==> src/rtl/fwnoc_fifo_p_pkg.sv <==
// Shared types and helpers for the fwnoc_fifo_p FIFO slice.
package fwnoc_fifo_p_pkg;

  typedef enum logic [1:0] {
    OP_IDLE = 2'b00,
    OP_POP  = 2'b01,
    OP_PUSH = 2'b10,
    OP_BOTH = 2'b11
  } fifo_op_e;

  // A single-entry FIFO still needs a one-bit pointer.
  function automatic int ptr_width(input int depth);
    return (depth > 1) ? $clog2(depth) : 1;
  endfunction

endpackage

==> src/rtl/fwnoc_fifo_p_if.sv <==
// Ready-valid target (i_*) and initiator (e_*) ports of the FIFO.
interface fwnoc_fifo_p_if #(
  parameter int DAT_WIDTH = 32
);
  logic                 i_valid;
  logic                 i_ready;
  logic [DAT_WIDTH-1:0] i_dat;
  logic                 e_valid;
  logic                 e_ready;
  logic [DAT_WIDTH-1:0] e_dat;

  modport master (
    output i_valid, i_dat, e_ready,
    input  i_ready, e_valid, e_dat
  );

  modport slave (
    input  i_valid, i_dat, e_ready,
    output i_ready, e_valid, e_dat
  );
endinterface

==> src/rtl/fwnoc_fifo_ptr.sv <==
// Circular index 0..DEPTH-1 with explicit wrap, so any DEPTH works.
module fwnoc_fifo_ptr
  import fwnoc_fifo_p_pkg::*;
#(
  parameter  int DEPTH     = 4,
  localparam int PTR_WIDTH = ptr_width(DEPTH)
) (
  input  logic                 clock,
  input  logic                 reset_n,
  input  logic                 inc,
  input  logic                 clr,
  output logic [PTR_WIDTH-1:0] ptr
);

  localparam logic [PTR_WIDTH-1:0] LAST = PTR_WIDTH'(DEPTH - 1);

  always_ff @(posedge clock or negedge reset_n) begin
    if (!reset_n) begin
      ptr <= '0;
    end else if (clr) begin
      ptr <= '0;
    end else if (inc) begin
      ptr <= (ptr == LAST) ? '0 : ptr + 1'b1;
    end
  end

endmodule

==> src/rtl/fwnoc_fifo_p.sv <==
// Synchronous ready-valid FIFO with occupancy flags and peak-occupancy tracking.
module fwnoc_fifo_p
  import fwnoc_fifo_p_pkg::*;
#(
  parameter  int DAT_WIDTH  = 32,
  parameter  int DEPTH      = 4,
  parameter  int AFULL_LVL  = DEPTH - 1,
  parameter  int AEMPTY_LVL = 1,
  localparam int CNT_WIDTH  = $clog2(DEPTH + 1),
  localparam int PTR_WIDTH  = ptr_width(DEPTH)
) (
  input  logic                 clock,
  input  logic                 reset_n,
  input  logic                 flush,
  fwnoc_fifo_p_if.slave        bus,
  output logic [CNT_WIDTH-1:0] count,
  output logic                 full,
  output logic                 empty,
  output logic                 almost_full,
  output logic                 almost_empty,
  output logic [CNT_WIDTH-1:0] peak
);

  if (DEPTH < 1) begin : g_bad_depth
    $error("fwnoc_fifo_p: DEPTH must be >= 1");
  end
  if (AFULL_LVL < 1 || AFULL_LVL > DEPTH) begin : g_bad_afull
    $error("fwnoc_fifo_p: AFULL_LVL must be in 1..DEPTH");
  end
  if (AEMPTY_LVL < 0 || AEMPTY_LVL > DEPTH - 1) begin : g_bad_aempty
    $error("fwnoc_fifo_p: AEMPTY_LVL must be in 0..DEPTH-1");
  end

  localparam logic [CNT_WIDTH-1:0] DEPTH_C  = CNT_WIDTH'(DEPTH);
  localparam logic [CNT_WIDTH-1:0] AFULL_C  = CNT_WIDTH'(AFULL_LVL);
  localparam logic [CNT_WIDTH-1:0] AEMPTY_C = CNT_WIDTH'(AEMPTY_LVL);

  logic [DAT_WIDTH-1:0] mem [DEPTH];
  logic [PTR_WIDTH-1:0] rptr;
  logic [PTR_WIDTH-1:0] wptr;
  logic [CNT_WIDTH-1:0] cnt_nxt;
  logic                 push;
  logic                 pop;
  fifo_op_e             op;

  function automatic logic [CNT_WIDTH-1:0] sat_peak(input logic [CNT_WIDTH-1:0] cur,
                                                    input logic [CNT_WIDTH-1:0] nxt);
    logic [CNT_WIDTH-1:0] hi;
    hi = (nxt > cur) ? nxt : cur;
    return (hi > DEPTH_C) ? DEPTH_C : hi;
  endfunction

  // Handshake terms come from registered count only; e_ready never reaches i_ready.
  assign bus.i_ready = (count < DEPTH_C) && !flush;
  assign bus.e_valid = (count != '0) && !flush;
  assign bus.e_dat   = mem[rptr];
  assign push        = bus.i_valid && bus.i_ready;
  assign pop         = bus.e_valid && bus.e_ready;
  assign op          = fifo_op_e'({push, pop});

  always_comb begin
    cnt_nxt = count;
    if (flush) begin
      cnt_nxt = '0;
    end else begin
      case (op)
        OP_PUSH: cnt_nxt = count + 1'b1;
        OP_POP:  cnt_nxt = count - 1'b1;
        default: cnt_nxt = count;
      endcase
    end
  end

  always_ff @(posedge clock or negedge reset_n) begin
    if (!reset_n) begin
      count <= '0;
      peak  <= '0;
    end else begin
      count <= cnt_nxt;
      peak  <= flush ? '0 : sat_peak(peak, cnt_nxt);
    end
  end

  // Storage is data only: never reset, written only on an accepted push.
  always_ff @(posedge clock) begin
    if (push) begin
      mem[wptr] <= bus.i_dat;
    end
  end

  fwnoc_fifo_ptr #(.DEPTH(DEPTH)) u_wptr (
    .clock   (clock),
    .reset_n (reset_n),
    .inc     (push),
    .clr     (flush),
    .ptr     (wptr)
  );

  fwnoc_fifo_ptr #(.DEPTH(DEPTH)) u_rptr (
    .clock   (clock),
    .reset_n (reset_n),
    .inc     (pop),
    .clr     (flush),
    .ptr     (rptr)
  );

  assign full         = (count == DEPTH_C);
  assign empty        = (count == '0);
  assign almost_full  = (count >= AFULL_C);
  assign almost_empty = (count <= AEMPTY_C);

endmodule

==> src/flat_wrapper.sv <==
// flat-port wrapper written by rule: the top's interface ports become plain ports
module fwnoc_fifo_p_flat import fwnoc_fifo_p_pkg::*;
#(
  parameter  int DAT_WIDTH  = 32,
  parameter  int DEPTH      = 4,
  parameter  int AFULL_LVL  = DEPTH - 1,
  parameter  int AEMPTY_LVL = 1,
  localparam int CNT_WIDTH  = $clog2(DEPTH + 1),
  localparam int PTR_WIDTH  = ptr_width(DEPTH)
)
  (clock, reset_n, flush, count, full, empty, almost_full, almost_empty, peak, bus_i_valid, bus_i_dat, bus_e_ready, bus_i_ready, bus_e_valid, bus_e_dat);
  fwnoc_fifo_p_if #(.DAT_WIDTH(DAT_WIDTH)) bus_i ();
  input  logic clock;
  input  logic reset_n;
  input  logic flush;
  output logic [CNT_WIDTH-1:0] count;
  output logic full;
  output logic empty;
  output logic almost_full;
  output logic almost_empty;
  output logic [CNT_WIDTH-1:0] peak;
  input wire logic [$bits(bus_i.i_valid)-1:0] bus_i_valid;
  input wire logic [$bits(bus_i.i_dat)-1:0] bus_i_dat;
  input wire logic [$bits(bus_i.e_ready)-1:0] bus_e_ready;
  output wire logic [$bits(bus_i.i_ready)-1:0] bus_i_ready;
  output wire logic [$bits(bus_i.e_valid)-1:0] bus_e_valid;
  output wire logic [$bits(bus_i.e_dat)-1:0] bus_e_dat;
  assign bus_i.i_valid = bus_i_valid;
  assign bus_i.i_dat = bus_i_dat;
  assign bus_i.e_ready = bus_e_ready;
  assign bus_i_ready = bus_i.i_ready;
  assign bus_e_valid = bus_i.e_valid;
  assign bus_e_dat = bus_i.e_dat;
  fwnoc_fifo_p #(.DAT_WIDTH(DAT_WIDTH), .DEPTH(DEPTH), .AFULL_LVL(AFULL_LVL), .AEMPTY_LVL(AEMPTY_LVL)) u_core (.clock(clock), .reset_n(reset_n), .flush(flush), .bus(bus_i), .count(count), .full(full), .empty(empty), .almost_full(almost_full), .almost_empty(almost_empty), .peak(peak));
endmodule
==> config.mk <==
export PLATFORM = sky130hd
export DESIGN_NAME = fwnoc_fifo_p_flat
export DESIGN_NICKNAME = d
export VERILOG_FILES = /design/src/rtl/fwnoc_fifo_p_pkg.sv /design/src/rtl/fwnoc_fifo_p_if.sv /design/src/rtl/fwnoc_fifo_ptr.sv /design/src/rtl/fwnoc_fifo_p.sv /design/src/flat_wrapper.sv
export SDC_FILE = /design/constraint.sdc
export NUM_CORES = 1
export LEC_CHECK = 0
export CAP_MARGIN = 40
export CORE_MARGIN = 10
export CORE_UTILIZATION = 54
export CTS_CLUSTER_DIAMETER = 100
export DETAILED_ROUTE_END_ITERATION = 6
export PLACE_DENSITY = 0.8
export SKIP_LAST_GASP = 1
export SLEW_MARGIN = 20
export SYNTH_ARGS = -nofsm -noshare
export SYNTH_HDL_FRONTEND = slang
export SYNTH_SLANG_ARGS = --single-unit
export TNS_END_PERCENT = 50
==> constraint.sdc <==
create_clock -name clock -period 3.5 [get_ports clock]
set_input_delay 1.05 -clock clock [delete_from_list [all_inputs] [get_ports clock]]
set_output_delay 1.05 -clock clock [all_outputs]
set_load 0.02 [all_outputs]
* After elaboration in Yosys (flattened, before gate mapping)
Memories as Yosys holds them, arrays and structs flattened. Cells that the tools add are included.
Storage, ports and cells: flip-flop bits (word level) 10, bits in writable memories 128, input bits 37, output and inout bits 44, word-level logic and storage cells 41, memories kept 1
Operators by class: add/sub/neg operators 4, $lt $le $gt $ge 5, equal/unequal tests 5, multiplexer cells 13, reduce and logical (&&, ||, !) cells 9
Memory list:
- u_core.mem | words 4, width 32, rd ports 1, clocked after memory_dff 0, write ports 1, line fwnoc_fifo_p.sv:38 | logic [DAT_WIDTH-1:0] mem [DEPTH];
Operators with widths (count):
- $mux W2 | 6
- $mux W3 | 4
- $eq A2 B2 Y1 const B | 3
- $pmux W3 S2 | 1
- $add A2 B1 Y2 const B | 2
- $logic_and A1 B1 Y1 | 4
- $reduce_bool A2 Y1 | 2
- $add A3 B1 Y3 const B | 1
- $eq A3 B3 Y1 const B | 1
- $ge A3 B2 Y1 const B | 1
- $gt A3 B3 Y1 | 1
- $gt A3 B3 Y1 const B | 1
- $le A3 B1 Y1 const B | 1
- $logic_not A3 Y1 | 1
- $lt A3 B3 Y1 const B | 1
- $reduce_bool A3 Y1 | 1
- $sub A3 B1 Y3 const B | 1
- $eq A2 B1 Y1 const B | 1
- $mux W1 | 2
- $logic_not A1 Y1 | 1

* Logic depth before layout (Yosys ltp)
depth after elaboration 11, mapped depth 15, mapped depth without buffers 15

* By module
From an unflattened synthesis, not the netlist that was laid out.
Unflattened totals: cells, all modules 248, area, all modules 5366.4 um2
Modules (own cells, without submodules):
- fwnoc_fifo_p | times used 1, cells an instance 232, area an instance 5166.2 um2, sequential area each 3993.8 um2
- fwnoc_fifo_ptr | times used 2, cells an instance 8, area an instance 100.1 um2, sequential area each 50.0 um2

* Worst setup path before layout
OpenSTA, ideal clock, no wires.
path type input to register, start point in flush, end point reg u_core.peak[0], library setup time 0.077 ns, arrival time 3.773 ns, required time 3.423 ns, slack -0.350 ns, cell stages on the path 11, buffers on the path 1, cells stage by stage clkbuf_1 -> nor2_1 -> and2_1 -> ha_1 -> or3b_1 -> a41oi_2 -> ha_1 -> a21oi_1 -> a32oi_1 -> or3b_2 -> a21oi_1
Between the ends: cells in the longest elaborated chain, start to end 11, elaborated cells on any way between the ends 14, those cells by class 2 x order compare; 2 x eq/ne; 5 x mux; 5 x reduce/logical
Ends and longest elaborated chain:
- start: declaration | line flat_wrapper.sv:15 | input logic flush;
- $logic_not A1 Y1 * | line fwnoc_fifo_p.sv:55 | assign bus.e_valid = (count != '0) && !flush;
- $logic_and A1 B1 Y1 * | line fwnoc_fifo_p.sv:55
- via bus_e_valid | line flat_wrapper.sv:26 | output wire logic [$bits(bus_i.e_valid)-1:0] bus_e_valid;
- $logic_and A1 B1 Y1 * | line fwnoc_fifo_p.sv:58 | assign pop = bus.e_valid && bus.e_ready;
- $eq A2 B1 Y1 / $eq A2 B2 Y1 (equally long branches) | line fwnoc_fifo_p.sv:66 | case (op)
- $pmux W3 S2 * | line fwnoc_fifo_p.sv:66
- $mux W3 * | line fwnoc_fifo_p.sv:63 | if (flush) begin
- via u_core.cnt_nxt[2] | line fwnoc_fifo_p.sv:41 | logic [CNT_WIDTH-1:0] cnt_nxt;
- $gt A3 B3 Y1 | line fwnoc_fifo_p.sv:49 | hi = (nxt > cur) ? nxt : cur;
- $mux W3 * | line fwnoc_fifo_p.sv:49
- $gt A3 B3 Y1 | line fwnoc_fifo_p.sv:50 | return (hi > DEPTH_C) ? DEPTH_C : hi;
- $mux W3 * | line fwnoc_fifo_p.sv:50
- $mux W3 * | line fwnoc_fifo_p.sv:80 | peak <= flush ? '0 : sat_peak(peak, cnt_nxt);
- end signal: assignment | line fwnoc_fifo_p.sv:80
- end: declaration | line fwnoc_fifo_p.sv:21 | output logic [CNT_WIDTH-1:0] peak
Mark *: on every way through the listed nets, which the timed path passes. The rest lies on a longest branch. A chain may end at the register's enable or synchronous reset.

* Worst setup path in the final report
start point in flush, end point out bus_i_ready
Between the ends: cells in the longest elaborated chain, start to end 2
Ends and longest elaborated chain:
- $logic_not A1 Y1 | line fwnoc_fifo_p.sv:54 | assign bus.i_ready = (count < DEPTH_C) && !flush;
- $logic_and A1 B1 Y1 | line fwnoc_fifo_p.sv:54
- end: declaration | line flat_wrapper.sv:25 | output wire logic [$bits(bus_i.i_ready)-1:0] bus_i_ready;
No other way between the ends.

==> metrics.md <==
| Metric | Value |
|---|---|
| Nets | `411` |
| Vias per cell | `5.465` |
| Die height | `120.1 um` |
| Final min period | `3.378 ns` |
| Area growth syn-to-layout | `32.15%` |
| First-pass GRT wire length | `16.25 mm` |
| CORE AREA | `9774 sq um` |
| Slew Viols, Final | `0` |
| Row count | `36` |
| CTS clk-pin slew, worst paths | `0.06 ns` |
| Top-count cell post-synth | `edfxtp_1` |
| Largest net degree at the start of global routing | `33` |
| Worst-Margin Slew | `0.4995 ns` |
| Mean Syn Cell Area | `21.20 sq um` |
| Htree depth | `4` |
| Min-delay worst type | `reg2reg` |
| Critical Path End Type | `output pin` |
| Dominant synthesized flop cell | `edfxtp_1` |
| Die W | `120.1 um` |
| Max_slew headroom | `0.6660` |
| Grt ovf | `0` |
| Synth top cells by count | `edfxtp_1, mux4_2, ha_1` |
| Outcome | `finished clean` |
| Via count | `2,760` |
| Startpoint types | `primary input` |
| Hold buffer count at cts | `0` |
| Crit path required time | `2.45 ns` |
| Initial Utilization | `0.5531` |
| Yosys reg bits | `138` |
| Async S/R FF share, synth | `0.07246` |
| P_leak | `2.412 nW` |
| Crit path from | `flush` |
| TritonCTS Sinks | `138` |
| Fmax achieved | `296.0 MHz` |
| Area after DPL | `6545 sq um` |
| Finished Layout Cells | `505` |
| Tcrit/Tclk final | `0.9651` |
| Clock Latency Late Sink | `0.51 ns` |
| WP data arrival | `2.33 ns` |
| Port Buffers | `80` |
| Placed Cells | `474` |
| Drt drc | `0` |
| DP HPWL | `6.306 mm` |
| Final hold vios | `0` |
| Final wirelength | `10.15 mm` |
| Post-synth EDFFs | `128` |
| Num CTS Buffers | `17` |
| Power per Cell Area | `569.6 nW/um^2` |
| Die area | `14,410 sq um` |
| Gpl congestion | `0.8023` |
| Post-synth top area share | `0.7109` |
| I/O pins | `81` |
| Yosys warns | `0` |
| Number of antenna violations at the first check in global routing | `0` |
| Root Buffer | `clkbuf_8` |
| Final std cell area, no fill | `7144 sq um` |
| Setup Crit Path Kind | `in2out` |
| Detail Route Antenna Nets | `0` |
| Max Root-Sink Buffers | `2` |
| CP max FO | `4` |
| Cells after Synth | `255` |
| CTS tree | `built` |
| Worst hold start | `u_core.u_wptr.ptr[1]` |
| Peak VDD IR | `331.0 uV` |
| Hold Slack | `0.6326 ns` |
| RSZ-0062 raised after global routing | `yes` |
| Initial DRC count | `164` |
| Cell taking the most area after synthesis | `edfxtp_1` |
| Antenna cells | `0` |
| Final setup fails | `0` |
| Max Cap Viol | `0` |
| Share of cells above drive strength 1 | `0.2527` |
| Drt pass-1 iters | `5` |
| Post-Syn Area | `5406 sq um` |
| Drt wl/cell | `20.10 um` |
| Synthesized Nets | `306` |
| Register area share after synthesis | `0.7572` |
| Reg2reg start | `u_core.count[0]` |
| Clock Skews | `0.01114 ns` |
| Synth cell types | `29` |
| Top post-synthesis cells by area | `edfxtp_1, mux4_2, dfrtp_1` |
| Vias in the first global route | `3,037` |
| Number of fill cells | `610` |
| Total GRT Usage | `0.1477` |
-- final timing paths --
kind / endpoint / slack (ns) / cells after the start
min in group asynchronous: u_core.peak[1] / 0.87 / 1
worst min-delay path: u_core.u_wptr.ptr[1] / 0.63 / 2
worst max register to register: u_core.peak[0] / 0.30 / 13
worst min register to register: u_core.u_wptr.ptr[1] / 0.63 / 2
worst max-delay path: bus_i_ready / 0.12 / 3
max in group asynchronous: u_core.u_rptr.ptr[1] / 2.26 / 1
-- area by class of cell --
type	count	area, sq um	area share
clock inverter	13	175.2	0.02452
clock buffer	18	417.9	0.05849
sequential	138	4096	0.5734
multi-input combinational	95	1252	0.1753
timing repair buffer	97	994.7	0.1392
inverter	11	41.29	0.005779
tap	133	166.4	0.02329
-- logic make-up (layout without fill, tap and decap cells) --
kind of cell | Yosys count | in the layout | share of synthesized area
muxes | 36 | 36 | 0.1416
buffers and inverters | 22 | 139 | 0.01828
AOI/OAI and AO/OA | 9 | 9 | 0.01204
DFF | 138 | 138 | 0.7572
xor gates and xnor gates | 1 | 1 | 0.001620
and+or+nand+nor | 35 | 35 | 0.03680
adders and majority gates | 14 | 14 | 0.03240
-- metal layers --
metal / GRT usage / wire (um) / up-vias
met5: 0 / 0 / -
met4: 0.05128 / 120 / 0
met3: 0.06517 / 753 / 11
met2: 0.2270 / 4985 / 89
met1: 0.1834 / 4292 / 1419
li1: - / - / 1241
-- power by group --
group / total (mW) / internal, mW / leakage [nW] / switching (mW)
sequential: 1.88 / 1.86 / 1.30 / 0.0183
clock: 1.78 / 1.15 / 0.286 / 0.630
combinational: 0.415 / 0.215 / 0.830 / 0.199
total: 4.07 / 3.22 / 2.41 / 0.848
-- registers in the layout, summed over array words and instances, names as in the netlist --
signal and count:
u_core.mem 128, u_core.peak 3, u_core.u_wptr.ptr 2, u_core.count 3, u_core.u_rptr.ptr 2
-- stage by stage --
step / power (mW) / util / setup TNS, ns / setup WS [ns]
after floorplan: 2.124 / - / 0 / 0.0005909
after global placement: 2.321 / 0.6696 / -0.9308 / -0.3721
after detailed placement: 2.330 / 0.6696 / -1.200 / -0.4485
after CTS: 4.110 / 0.7303 / 0 / 0.02432
after global routing: 4.217 / 0.7309 / -0.03433 / -0.03433
final: 4.069 / 0.7309 / 0 / 0.1222
-- worst max-delay path: stages --
cell,delay [ns]
clkdlybuf4s50_1,0.52
nor2_1,0.14
clkdlybuf4s50_1,0.62
-- cells in the final DEF (no fill, tap or decap), drive strengths merged, types with 3 or more instances in the layout --
cell type / synthesis / layout
dfrtp: 10 / 10
clkdlybuf4s50: 0 / 80
ha: 14 / 14
nand3b: 3 / 3
inv: 11 / 12
a21oi: 3 / 3
nand2: 5 / 5
nor2: 9 / 9
nor2b: 4 / 4
clkbuf: 4 / 18
mux4: 32 / 32
buf: 7 / 17
bufinv: 0 / 4
edfxtp: 128 / 128
mux2i: 3 / 3
and2: 6 / 6
clkinv: 0 / 6
-- what timing repair did --
item | in CTS | in global routing
gates resized for setup | 0 | 3
endpoints found under the setup margin | 0 | 21
buffers inserted | 0 | 0
No activity file was read; power rests on OpenSTA's default activity.
